$ cat config.mk
export PLATFORM = sky130hd
export DESIGN_NAME = stepper_microstep_ctrl
export DESIGN_NICKNAME = d
export VERILOG_FILES = /design/src/rtl/stepper_pkg.sv /design/src/rtl/stepper_tick_gen.sv /design/src/rtl/stepper_microstep_ctrl.sv
export SDC_FILE = /design/constraint.sdc
export NUM_CORES = 1
export LEC_CHECK = 0
export CAP_MARGIN = 30
export CORE_MARGIN = 1
export CORE_UTILIZATION = 30
export DETAILED_ROUTE_END_ITERATION = 8
export GPL_ROUTABILITY_DRIVEN = 0
export GPL_TIMING_DRIVEN = 0
export PLACE_DENSITY = 0.46
export SKIP_CTS_REPAIR_TIMING = 1
export SLEW_MARGIN = 0
export SYNTH_ARGS = -nofsm -noshare
export SYNTH_HDL_FRONTEND = slang
export SYNTH_HIERARCHICAL = 1
export SYNTH_SLANG_ARGS = --single-unit
$ cat constraint.sdc
create_clock -name clk -period 5.7 [get_ports clk]
set_clock_uncertainty 0.05 [all_clocks]
set_input_delay 0.855 -clock clk [delete_from_list [all_inputs] [get_ports clk]]
set_output_delay 0.855 -clock clk [all_outputs]
set_load 0.02 [all_outputs]
$ cat src/rtl/stepper_pkg.sv
// Shared types and helpers for the microstepping stepper controller.
package stepper_pkg;

    typedef enum logic [1:0] {
        ST_IDLE = 2'd0,
        ST_RUN  = 2'd1,
        ST_HOLD = 2'd2
    } state_t;

    // Phase encoding: index of the first energised coil of the pair.
    typedef enum logic [1:0] {
        PH_AB = 2'd0,
        PH_BC = 2'd1,
        PH_CD = 2'd2,
        PH_DA = 2'd3
    } phase_t;

    localparam int NUM_COILS = 4;

    // Coil index (p + k) mod 4; the 2-bit sum wraps naturally.
    function automatic logic [1:0] coil_idx(input logic [1:0] p, input logic [1:0] k);
        return p + k;
    endfunction

endpackage

$ cat src/rtl/stepper_tick_gen.sv
// Microstep tick generator: one-cycle tick every max(div, 1) enabled cycles.
module stepper_tick_gen #(
    parameter int DIV_W = 9
) (
    input  logic             clk,
    input  logic             rst,
    input  logic             load,
    input  logic             clr,
    input  logic             en,
    input  logic [DIV_W-1:0] div,
    output logic             tick
);

    logic [DIV_W-1:0] cnt_reg;
    logic [DIV_W-1:0] period_reg;

    // Reload value for a period of max(d, 1) cycles.
    function automatic logic [DIV_W-1:0] reload_of(input logic [DIV_W-1:0] d);
        return (d == '0) ? '0 : d - DIV_W'(1);
    endfunction

    // Down-counter: load latches the period, clr zeroes it, en counts.
    always_ff @(posedge clk) begin
        if (rst) begin
            cnt_reg    <= '0;
            period_reg <= '0;
        end else if (clr) begin
            cnt_reg <= '0;
        end else if (load) begin
            period_reg <= div;
            cnt_reg    <= reload_of(div);
        end else if (en) begin
            if (cnt_reg == '0) begin
                cnt_reg <= reload_of(period_reg);
            end else begin
                cnt_reg <= cnt_reg - DIV_W'(1);
            end
        end
    end

    assign tick = en && !load && !clr && (cnt_reg == '0);

endmodule

$ cat src/rtl/stepper_microstep_ctrl.sv
// Two-phase stepper controller: commanded moves with microstep crossfade,
// optional holding torque, and a persistent full-step position/phase.
module stepper_microstep_ctrl
    import stepper_pkg::*;
#(
    parameter int DUTY_W     = 8,
    parameter int DUTY_MAX   = 255,
    parameter int DUTY_MIN   = 7,
    parameter int USTEP_LOG2 = 3,
    parameter int STEPS_W    = 10,
    parameter int DIV_W      = 9,
    parameter int POS_W      = 16,
    parameter int HOLD_DUTY  = 128
) (
    input  logic               clk,
    input  logic               rst,
    input  logic               i_start,
    input  logic               i_abort,
    input  logic               i_dir,
    input  logic [STEPS_W-1:0] i_steps,
    input  logic [DIV_W-1:0]   i_div,
    input  logic               i_hold,
    output logic [DUTY_W-1:0]  o_coil_a,
    output logic [DUTY_W-1:0]  o_coil_b,
    output logic [DUTY_W-1:0]  o_coil_c,
    output logic [DUTY_W-1:0]  o_coil_d,
    output logic               o_busy,
    output logic               o_done,
    output logic [POS_W-1:0]   o_pos,
    output logic [1:0]         o_phase
);

    localparam int STEP = (DUTY_MAX - DUTY_MIN) >> USTEP_LOG2;

    state_t                  state_reg, state_next;
    logic [USTEP_LOG2-1:0]   m_reg, m_next;
    logic [1:0]              phase_reg, phase_next;
    logic [POS_W-1:0]        pos_reg, pos_next;
    logic [STEPS_W-1:0]      remaining_reg, remaining_next;
    logic                    dir_reg, dir_next;
    logic                    hold_reg, hold_next;
    logic                    busy_reg, busy_next;
    logic                    done_reg, done_next;
    logic [DUTY_W-1:0]       trail_duty, lead_duty;
    logic                    accept;
    logic                    tick;

    // A start is honoured outside RUN unless an abort arrives with it.
    assign accept = i_start && !i_abort && (state_reg != ST_RUN);

    stepper_tick_gen #(
        .DIV_W (DIV_W)
    ) u_tick_gen (
        .clk  (clk),
        .rst  (rst),
        .load (accept),
        .clr  (i_abort),
        .en   (state_reg == ST_RUN),
        .div  (i_div),
        .tick (tick)
    );

    // State register with move context, microstep and position counters.
    always_ff @(posedge clk) begin
        if (rst) begin
            state_reg     <= ST_IDLE;
            m_reg         <= '0;
            phase_reg     <= PH_AB;
            pos_reg       <= '0;
            remaining_reg <= '0;
            dir_reg       <= 1'b0;
            hold_reg      <= 1'b0;
        end else begin
            state_reg     <= state_next;
            m_reg         <= m_next;
            phase_reg     <= phase_next;
            pos_reg       <= pos_next;
            remaining_reg <= remaining_next;
            dir_reg       <= dir_next;
            hold_reg      <= hold_next;
        end
    end

    // Next-state logic: abort beats start; microstep ticks advance the move.
    always_comb begin
        state_next     = state_reg;
        m_next         = m_reg;
        phase_next     = phase_reg;
        pos_next       = pos_reg;
        remaining_next = remaining_reg;
        dir_next       = dir_reg;
        hold_next      = hold_reg;
        done_next      = 1'b0;
        if (i_abort) begin
            state_next = ST_IDLE;
            m_next     = '0;
        end else if (accept) begin
            dir_next       = i_dir;
            hold_next      = i_hold;
            m_next         = '0;
            remaining_next = i_steps;
            if (i_steps == '0) begin
                state_next = i_hold ? ST_HOLD : ST_IDLE;
                done_next  = 1'b1;
            end else begin
                state_next = ST_RUN;
            end
        end else if ((state_reg == ST_RUN) && tick) begin
            if (&m_reg) begin
                // Last microstep of a full step: move to the next coil pair.
                m_next         = '0;
                phase_next     = dir_reg ? phase_reg + 2'd1 : phase_reg - 2'd1;
                pos_next       = dir_reg ? pos_reg + POS_W'(1) : pos_reg - POS_W'(1);
                remaining_next = remaining_reg - STEPS_W'(1);
                if (remaining_reg == STEPS_W'(1)) begin
                    state_next = hold_reg ? ST_HOLD : ST_IDLE;
                    done_next  = 1'b1;
                end
            end else begin
                m_next = m_reg + USTEP_LOG2'(1);
            end
        end
    end

    // Output logic: crossfade duties and busy flag derived from next state.
    always_comb begin
        trail_duty = DUTY_W'(DUTY_MAX - int'(m_next) * STEP);
        lead_duty  = DUTY_W'(DUTY_MIN + int'(m_next) * STEP);
        busy_next  = (state_next == ST_RUN);
    end

    for (genvar gi = 0; gi < NUM_COILS; gi++) begin : g_coil
        logic [DUTY_W-1:0] duty_next;
        logic [DUTY_W-1:0] duty_reg;
        logic              is_first;
        logic              is_second;

        // Coil gi is the first (p) or second (p+1) coil of the energised pair.
        always_comb begin
            is_first  = (2'(gi) == coil_idx(phase_next, 2'd0));
            is_second = (2'(gi) == coil_idx(phase_next, 2'd1));
            duty_next = '0;
            if (state_next == ST_RUN) begin
                if (is_first) begin
                    duty_next = dir_next ? trail_duty : lead_duty;
                end else if (is_second) begin
                    duty_next = dir_next ? lead_duty : trail_duty;
                end
            end else if (state_next == ST_HOLD) begin
                if (is_first || is_second) begin
                    duty_next = DUTY_W'(HOLD_DUTY);
                end
            end
        end

        // Registered coil duty.
        always_ff @(posedge clk) begin
            if (rst) begin
                duty_reg <= '0;
            end else begin
                duty_reg <= duty_next;
            end
        end
    end

    // Registered status outputs.
    always_ff @(posedge clk) begin
        if (rst) begin
            busy_reg <= 1'b0;
            done_reg <= 1'b0;
        end else begin
            busy_reg <= busy_next;
            done_reg <= done_next;
        end
    end

    assign o_coil_a = g_coil[0].duty_reg;
    assign o_coil_b = g_coil[1].duty_reg;
    assign o_coil_c = g_coil[2].duty_reg;
    assign o_coil_d = g_coil[3].duty_reg;
    assign o_busy   = busy_reg;
    assign o_done   = done_reg;
    assign o_pos    = pos_reg;
    assign o_phase  = phase_reg;

endmodule

== Yosys cells after proc, flatten, opt, wreduce, memory -nomap -nowiden ==
Cells that the tools add are included.

* Flip-flop bits (word level): 87
* Bits in latches: 0
* Memory bits (writable): 0
* ROM bits: 0
* Bits of input ports: 25
* Output and inout port bits: 52
* Logic and storage cells: 122
* Memories: 0

* Add/sub/neg operators: 12
* Multipliers: 1
* Divide/modulo/power cells: 0
* Magnitude comparators: 0
* Equality and inequality tests: 11
* Shift operators: 0
* Mux-type cells: 55
* Bitwise logic cells: 2
* Reduce and logical (&&, ||, !) cells: 26

{| class="wikitable"
|+ Operators by type and width
! operator !! number
|-
| 2-to-1 mux 8 bit || 22
|-
| 2-to-1 mux 9 bit || 5
|-
| 2-to-1 mux 10 bit || 3
|-
| logical NOT 9 bit || 3
|-
| subtractor 9 x 1 -> 9 bit, second input constant || 3
|-
| 2-to-1 mux 2 bit || 13
|-
| adder 16 x 1 -> 16 bit, second input constant || 1
|-
| 2-to-1 mux 16 bit || 1
|-
| subtractor 16 x 1 -> 16 bit, second input constant || 1
|-
| 2-to-1 mux 3 bit || 4
|-
| equality test 10 x 1 -> 1 bit, second input constant || 1
|-
| logical NOT 10 bit || 1
|-
| subtractor 10 x 1 -> 10 bit, second input constant || 1
|-
| adder 3 x 8 -> 8 bit, first input constant || 1
|-
| equality test 2 bit, first input constant || 4
|-
| multiplier 3 x 5 -> 8 bit, second input constant || 1
|-
| subtractor 1 x 8 -> 8 bit, first input constant || 1
|-
| 2-to-1 mux 1 bit || 7
|-
| logical AND 1 bit || 6
|-
| AND reduction 3 bit || 2
|-
| AND reduction 6 bit || 1
|-
| nonzero test 2 bit || 3
|-
| adder 2 x 1 -> 2 bit, second input constant || 2
|-
| equality test 1 x 2 -> 1 bit, first input constant || 2
|-
| 11 further kinds || 18
|}

== Longest topological paths before layout ==
* Depth in word-level cells: 17
* Mapped depth: 22
* Depth with buffers taken out: 21

== By module ==
The synthesis kept the hierarchy.

{| class="wikitable"
|+ Modules (own cells, without submodules)
! module !! times used !! cells an instance !! area each (um^2) !! sequential area each (um^2)
|-
| stepper_microstep_ctrl || 1 || 560 || 4581.9 || 1381.3
|-
| stepper_tick_gen || 1 || 163 || 1285.0 || 360.3
|}

== Least setup slack after synthesis ==
OpenSTA, ideal clock, no wires.

* Path kind: in2reg
* Start point: input i_start
* End point: register g_coil[0].duty_reg[4], in the netlist o_coil_a[4]
* Setup time: 100 ps
* Arrival time: 5062 ps
* Required time: 5550 ps
* Slack: 488 ps
* Cell stages on the path: 21
* Buffers on the path: 3
* Cells stage by stage: buf_2 > and2b_4 > nand2_4 > inv_2 > nor2b_1 > nand2_1 > nor3_1 > nand3b_2 > mux2i_1 > nand2b_1 > buf_4 > inv_2 > fa_1 > ha_1 > fa_1 > clkbuf_1 > o21ai_0 > nand2_1 > mux2i_1 > and2_1 > a2111oi_4

* Cells in the longest elaborated chain, start to end: 16
* Elaborated cells between the ends (all ways): 32
* Those cells by class: add/sub: 3; mul: 1; eq/ne: 2; mux: 17; reduce/logical: 9

{| class="wikitable"
|+ RTL lines
! element !! line !! text
|-
| start: declaration || stepper_microstep_ctrl.sv:17 || <nowiki>input logic i_start,</nowiki>
|-
| logical AND 1 bit (*) (2 in a row) || stepper_microstep_ctrl.sv:49 || <nowiki>assign accept = i_start && !i_abort && (state_reg != ST_RUN);</nowiki>
|-
| named net accept || stepper_microstep_ctrl.sv:45 || <nowiki>logic accept;</nowiki>
|-
| logical NOT 1 bit (*) || stepper_tick_gen.sv:41 || <nowiki>assign tick = en && !load && !clr && (cnt_reg == '0);</nowiki>
|-
| logical AND 1 bit (*) (3 in a row) || stepper_tick_gen.sv:41 ||
|-
| named net tick || stepper_microstep_ctrl.sv:46 || <nowiki>logic tick;</nowiki>
|-
| logical AND 1 bit (*) || stepper_microstep_ctrl.sv:108 || <nowiki>end else if ((state_reg == ST_RUN) && tick) begin</nowiki>
|-
| 2-to-1 mux 3 bit (*) || stepper_microstep_ctrl.sv:108 ||
|-
| 2-to-1 mux 3 bit (*) || stepper_microstep_ctrl.sv:97 || <nowiki>end else if (accept) begin</nowiki>
|-
| 2-to-1 mux 3 bit (*) || stepper_microstep_ctrl.sv:94 || <nowiki>if (i_abort) begin</nowiki>
|-
| named net m_next[0] || stepper_microstep_ctrl.sv:36 || <nowiki>logic [USTEP_LOG2-1:0] m_reg, m_next;</nowiki>
|-
| multiplier 3 x 5 -> 8 bit (*) || stepper_microstep_ctrl.sv:127, stepper_microstep_ctrl.sv:128 ||
|-
| subtractor 1 x 8 -> 8 bit / adder 3 x 8 -> 8 bit (equally long branches) || stepper_microstep_ctrl.sv:127, stepper_microstep_ctrl.sv:128 ||
|-
| 2-to-1 mux 8 bit || stepper_microstep_ctrl.sv:147 || <nowiki>duty_next = dir_next ? lead_duty : trail_duty;</nowiki>
|-
| 2-to-1 mux 8 bit || stepper_microstep_ctrl.sv:146 || <nowiki>end else if (is_second) begin</nowiki>
|-
| 2-to-1 mux 8 bit (*) || stepper_microstep_ctrl.sv:144 || <nowiki>if (is_first) begin</nowiki>
|-
| 2-to-1 mux 8 bit (*) || stepper_microstep_ctrl.sv:143 || <nowiki>if (state_next == ST_RUN) begin</nowiki>
|-
| end signal: assignment || stepper_microstep_ctrl.sv:161 || <nowiki>duty_reg <= duty_next;</nowiki>
|-
| end: declaration || stepper_microstep_ctrl.sv:134 || <nowiki>logic [DUTY_W-1:0] duty_reg;</nowiki>
|}

The timed path passes the listed nets; every way through them passes the cells marked *.
A chain may end at the register's enable or synchronous reset.

== Worst setup path after layout ==
* Start point: input i_abort
* End point: register g_coil[2].duty_reg[7], in the netlist o_coil_c[7]

* Cells in the longest elaborated chain, start to end: 17
* Elaborated cells between the ends (all ways): 35
* Those cells by class: add/sub: 3; mul: 1; eq/ne: 4; mux: 18; reduce/logical: 9

{| class="wikitable"
|+ RTL lines
! element !! line !! text
|-
| start: declaration || stepper_microstep_ctrl.sv:18 || <nowiki>input logic i_abort,</nowiki>
|-
| logical NOT 1 bit (*) || stepper_microstep_ctrl.sv:49 ||
|-
| logical AND 1 bit (*) (2 in a row) || stepper_microstep_ctrl.sv:49 ||
|-
| named net accept || stepper_microstep_ctrl.sv:45 ||
|-
| logical NOT 1 bit (*) || stepper_tick_gen.sv:41 ||
|-
| logical AND 1 bit (*) (3 in a row) || stepper_tick_gen.sv:41 ||
|-
| named net tick || stepper_microstep_ctrl.sv:46 ||
|-
| logical AND 1 bit (*) || stepper_microstep_ctrl.sv:108 ||
|-
| 2-to-1 mux 3 bit (*) || stepper_microstep_ctrl.sv:108 ||
|-
| 2-to-1 mux 3 bit (*) || stepper_microstep_ctrl.sv:97 ||
|-
| 2-to-1 mux 3 bit (*) || stepper_microstep_ctrl.sv:94 ||
|-
| named net m_next[0] || stepper_microstep_ctrl.sv:36 ||
|-
| multiplier 3 x 5 -> 8 bit (*) || stepper_microstep_ctrl.sv:127, stepper_microstep_ctrl.sv:128 ||
|-
| subtractor 1 x 8 -> 8 bit / adder 3 x 8 -> 8 bit (equally long branches) || stepper_microstep_ctrl.sv:127, stepper_microstep_ctrl.sv:128 ||
|-
| 2-to-1 mux 8 bit || stepper_microstep_ctrl.sv:147 ||
|-
| 2-to-1 mux 8 bit || stepper_microstep_ctrl.sv:146 ||
|-
| 2-to-1 mux 8 bit (*) || stepper_microstep_ctrl.sv:144 ||
|-
| 2-to-1 mux 8 bit (*) || stepper_microstep_ctrl.sv:143 ||
|-
| end signal: assignment || stepper_microstep_ctrl.sv:161 ||
|-
| end: declaration || stepper_microstep_ctrl.sv:134 ||
|}

Marks and branches as above.

==> flow_summary_export.csv <==
group,metric,value,unit
global_route,grt_pass1_vias,5282,
global_route,grt_pass1_wl,27900,microns
yosys,avgSynthCellArea,8.11,sq um
power,design_power_total,1.48,mW
final_layout,final_cell_mix,"87 x dfxtp_1, 74 x clkdlybuf4s50_1, 72 x nor2_1",
job,maxCapViolCount,0,
floorplanning,start_util,31.0,%
outcome,status,"finished clean",
detailed_routing,post_drt_via_cell_ratio,5.21,
sta,fmax,187,MHz
clock_tree,cts_tree,"built",
critical_path,worst_path_max_delay_cell,"fa_1",
clock_tree,path_clk_slew,70,ps
clock_tree,root_buffer,"clkbuf_16",
detailed_routing,wl,17500,microns
detailed_routing,via_count,5606,
clock_tree,cts_buffer_depth,2,
critical_path,max_stage_delay,640,ps
clock_tree,htree_levels,3,
worst_hold_path,holdCritPathClass,"register to register",
global_route,antenna_found_initial,1,
floorplanning,die_y,142,microns
power,peakVddDrop,0.116,mV
floorplanning,ioPinCount,77,
yosys,synth_cells,723,
sta,fin_crit,5340,ps
critical_path,endpoint_kind,"register",
sta,final-max-slew-violation-count,0,
detailed_routing,ant_nets,0,
detailed_routing,drt_iter0_drc,366,
yosys,async_reset_ff_share,0,%
power,power_leakage,2.75,nW
place,dp_hpwl,13100,microns
final_layout,post_route_cells_drive_above_1_share,8.35,%
detailed_routing,wl_per_cell,16.3,microns
yosys,ys_ff_latch,87,
floorplanning,rows,50,
critical_path,worst-path-buf-inv,5,
yosys,synthFlopType,"dfxtp_1",
global_route,grt_max_degree,18,
final_layout,largest_reg_flops,16,
detailed_routing,drtPass1Iterations,4,
sta,setup_viol_count_final,0,
power,power_density,202,nW/um^2
sta,hold_violations,0,
yosys,netlist_area,5870,sq um
critical_path,start_kind,"input port",
yosys,synth_nets,791,
yosys,synth-edff-count,0,
final_layout,layout_commonest_cell,"dfxtp_1",
sta,period_share,93.6,%
critical_path,cp.arrival,5550,ps
clock_tree,clock_sinks,87,
place,io_buffers,75,
sta,relSlewSlack,34.6,%
global_route,grt_usage,17.6,%
yosys,synth.yosys.seq_area_share,29.7,%
yosys,yosys_warnings,6,
clock_tree,numCtsBuffers,9,
critical_path,crit_fanout,11,
floorplanning,dieArea,20100,sq um
critical_path,cp_top_family,"simple AND/OR/NAND/NOR gates",
detailed_routing,drc_errors,0,
floorplanning,core_area,19000,sq um
floorplanning,fp.dieW,142,microns
critical_path,path_cells,"clkbuf_2 -> and2b_4 -> nand2_4 -> inv_2 -> nor2b_2 -> nand2_1 -> nor3_4 -> nand3b_4 -> mux2i_4 -> nand2b_1 -> buf_4 -> inv_4 -> fa_1 -> ha_1 -> inv_1 -> fa_1 -> xor2_2 -> nand2_1 -> o31a_1 -> a211oi_1 -> nor3_1 -> o32ai_1",
sta,tns,0,ps
critical_path,path_class,"input port to register",
final_layout,areaGrowthSynthToFinish,24.7,%
final_layout,final_nets,877,
clock_tree,clkLatencyLatePin,350,ps
critical_path,required,5910,ps
yosys,ys_types,84,
global_route,overflow,0,
sta,worstMarginPinSlew,974,ps
## synthesized netlist by cell type (all sizes together) (4+ instances only)
cell type	n	share of area (%)
o22ai	7	0.75
a21boi	11	1.4
mux2i	6	1.0
or3	9	0.96
a211oi	20	2.8
nor4	9	0.96
o31ai	9	1.2
nand2b	6	0.64
nor3	36	3.3
nand2	70	4.6
nand4	5	0.53
nand3	11	0.94
nor2b	8	0.85
a22o	6	0.90
nor2	73	4.8
ha	38	8.1
or4	6	0.96
nor4b	6	1.0
and2	5	0.53
inv	38	2.4
buf	14	1.4
o211ai	11	1.4
fa	5	1.7
a311oi	4	0.60
or4b	4	0.75
a2bb2oi	5	0.75
or2	5	0.53
xor2	11	1.6
clkbuf	20	1.3
xnor2	19	2.8
a21oi	51	4.4
a22oi	12	1.5
dfxtp	87	30
a2111oi	5	1.6
o21ai	40	3.4
## report_power, final
| part | switching (mW) | leakage, nW | internal [mW] | total, mW |
|---|---|---|---|---|
| Sequential | 0.0139 | 0.706 | 0.623 | 0.637 |
| Combinational | 0.129 | 1.91 | 0.0928 | 0.222 |
| Clock | 0.268 | 0.141 | 0.353 | 0.621 |
| Total | 0.411 | 2.75 | 1.07 | 1.48 |
## cell families (layout without fill, tap and decap cells)
logic type | Yosys count | count (layout) | share of synthesized area (%)
other | 0 | 1 | 0
buffers and inverters | 72 | 163 | 5.18
flip-flops | 87 | 87 | 29.7
adder cells (fa/ha/maj) | 43 | 43 | 9.81
AO/OA/AOI/OAI | 213 | 213 | 25.6
XOR/XNOR | 30 | 30 | 4.48
multiplexers | 9 | 9 | 1.60
AND/OR/NAND/NOR | 269 | 269 | 23.7
## path summary, 6_finish.rpt
kind / startpoint / end / slack [ps] / cells after the start
worst max-delay path: i_abort / o_coil_c[7] / 360 / 22
worst min register to register: o_pos[5] / o_pos[5] / 430 / 2
worst max register to register: state_reg[0] / o_coil_c[7] / 500 / 21
worst min-delay path: o_pos[5] / o_pos[5] / 430 / 2
## metal layers
layer,wire [microns],share of wire [%],vias up,GRT usage (%)
li1,-,-,2818,-
met2,7650,44,144,27.1
met4,274,1.6,0,6.17
met3,887,5.1,18,3.00
met1,8700,50,2626,24.6
met5,0,0,-,0
## final cells by class
cell class              instances  area [sq um]
diodes                          1          2.50
plain buffers                  33           159
clock buffers                  10           239
clock inverters                 6          70.1
fillers                      1924         11600
inverters                      38           145
multi-input cells             564          3880
flip-flops and latches         87          1740
well taps                     260           325
repair buffers                 76           753
## metrics by stage
step / instances / instance area, sq um / hold WS, ps / utilization [%] / setup slack [ps]
floorplan: 723 / 5870 / 387 / - / 488
global placement: 1058 / 6940 / 410 / 36.6 / -1010
detailed placement: 1058 / 6940 / 420 / 36.6 / -975
CTS: 1074 / 7250 / 430 / 38.3 / -644
global route: 1074 / 7320 / 445 / 38.6 / -9.27
finish: 1075 / 7320 / 428 / 38.6 / 362
## worst min-delay path: stages, from the launching register on
cell and delay (ps):
dfxtp_1 330, nand2_1 60, a21oi_1 50
Power figures use the tool's default switching activity.
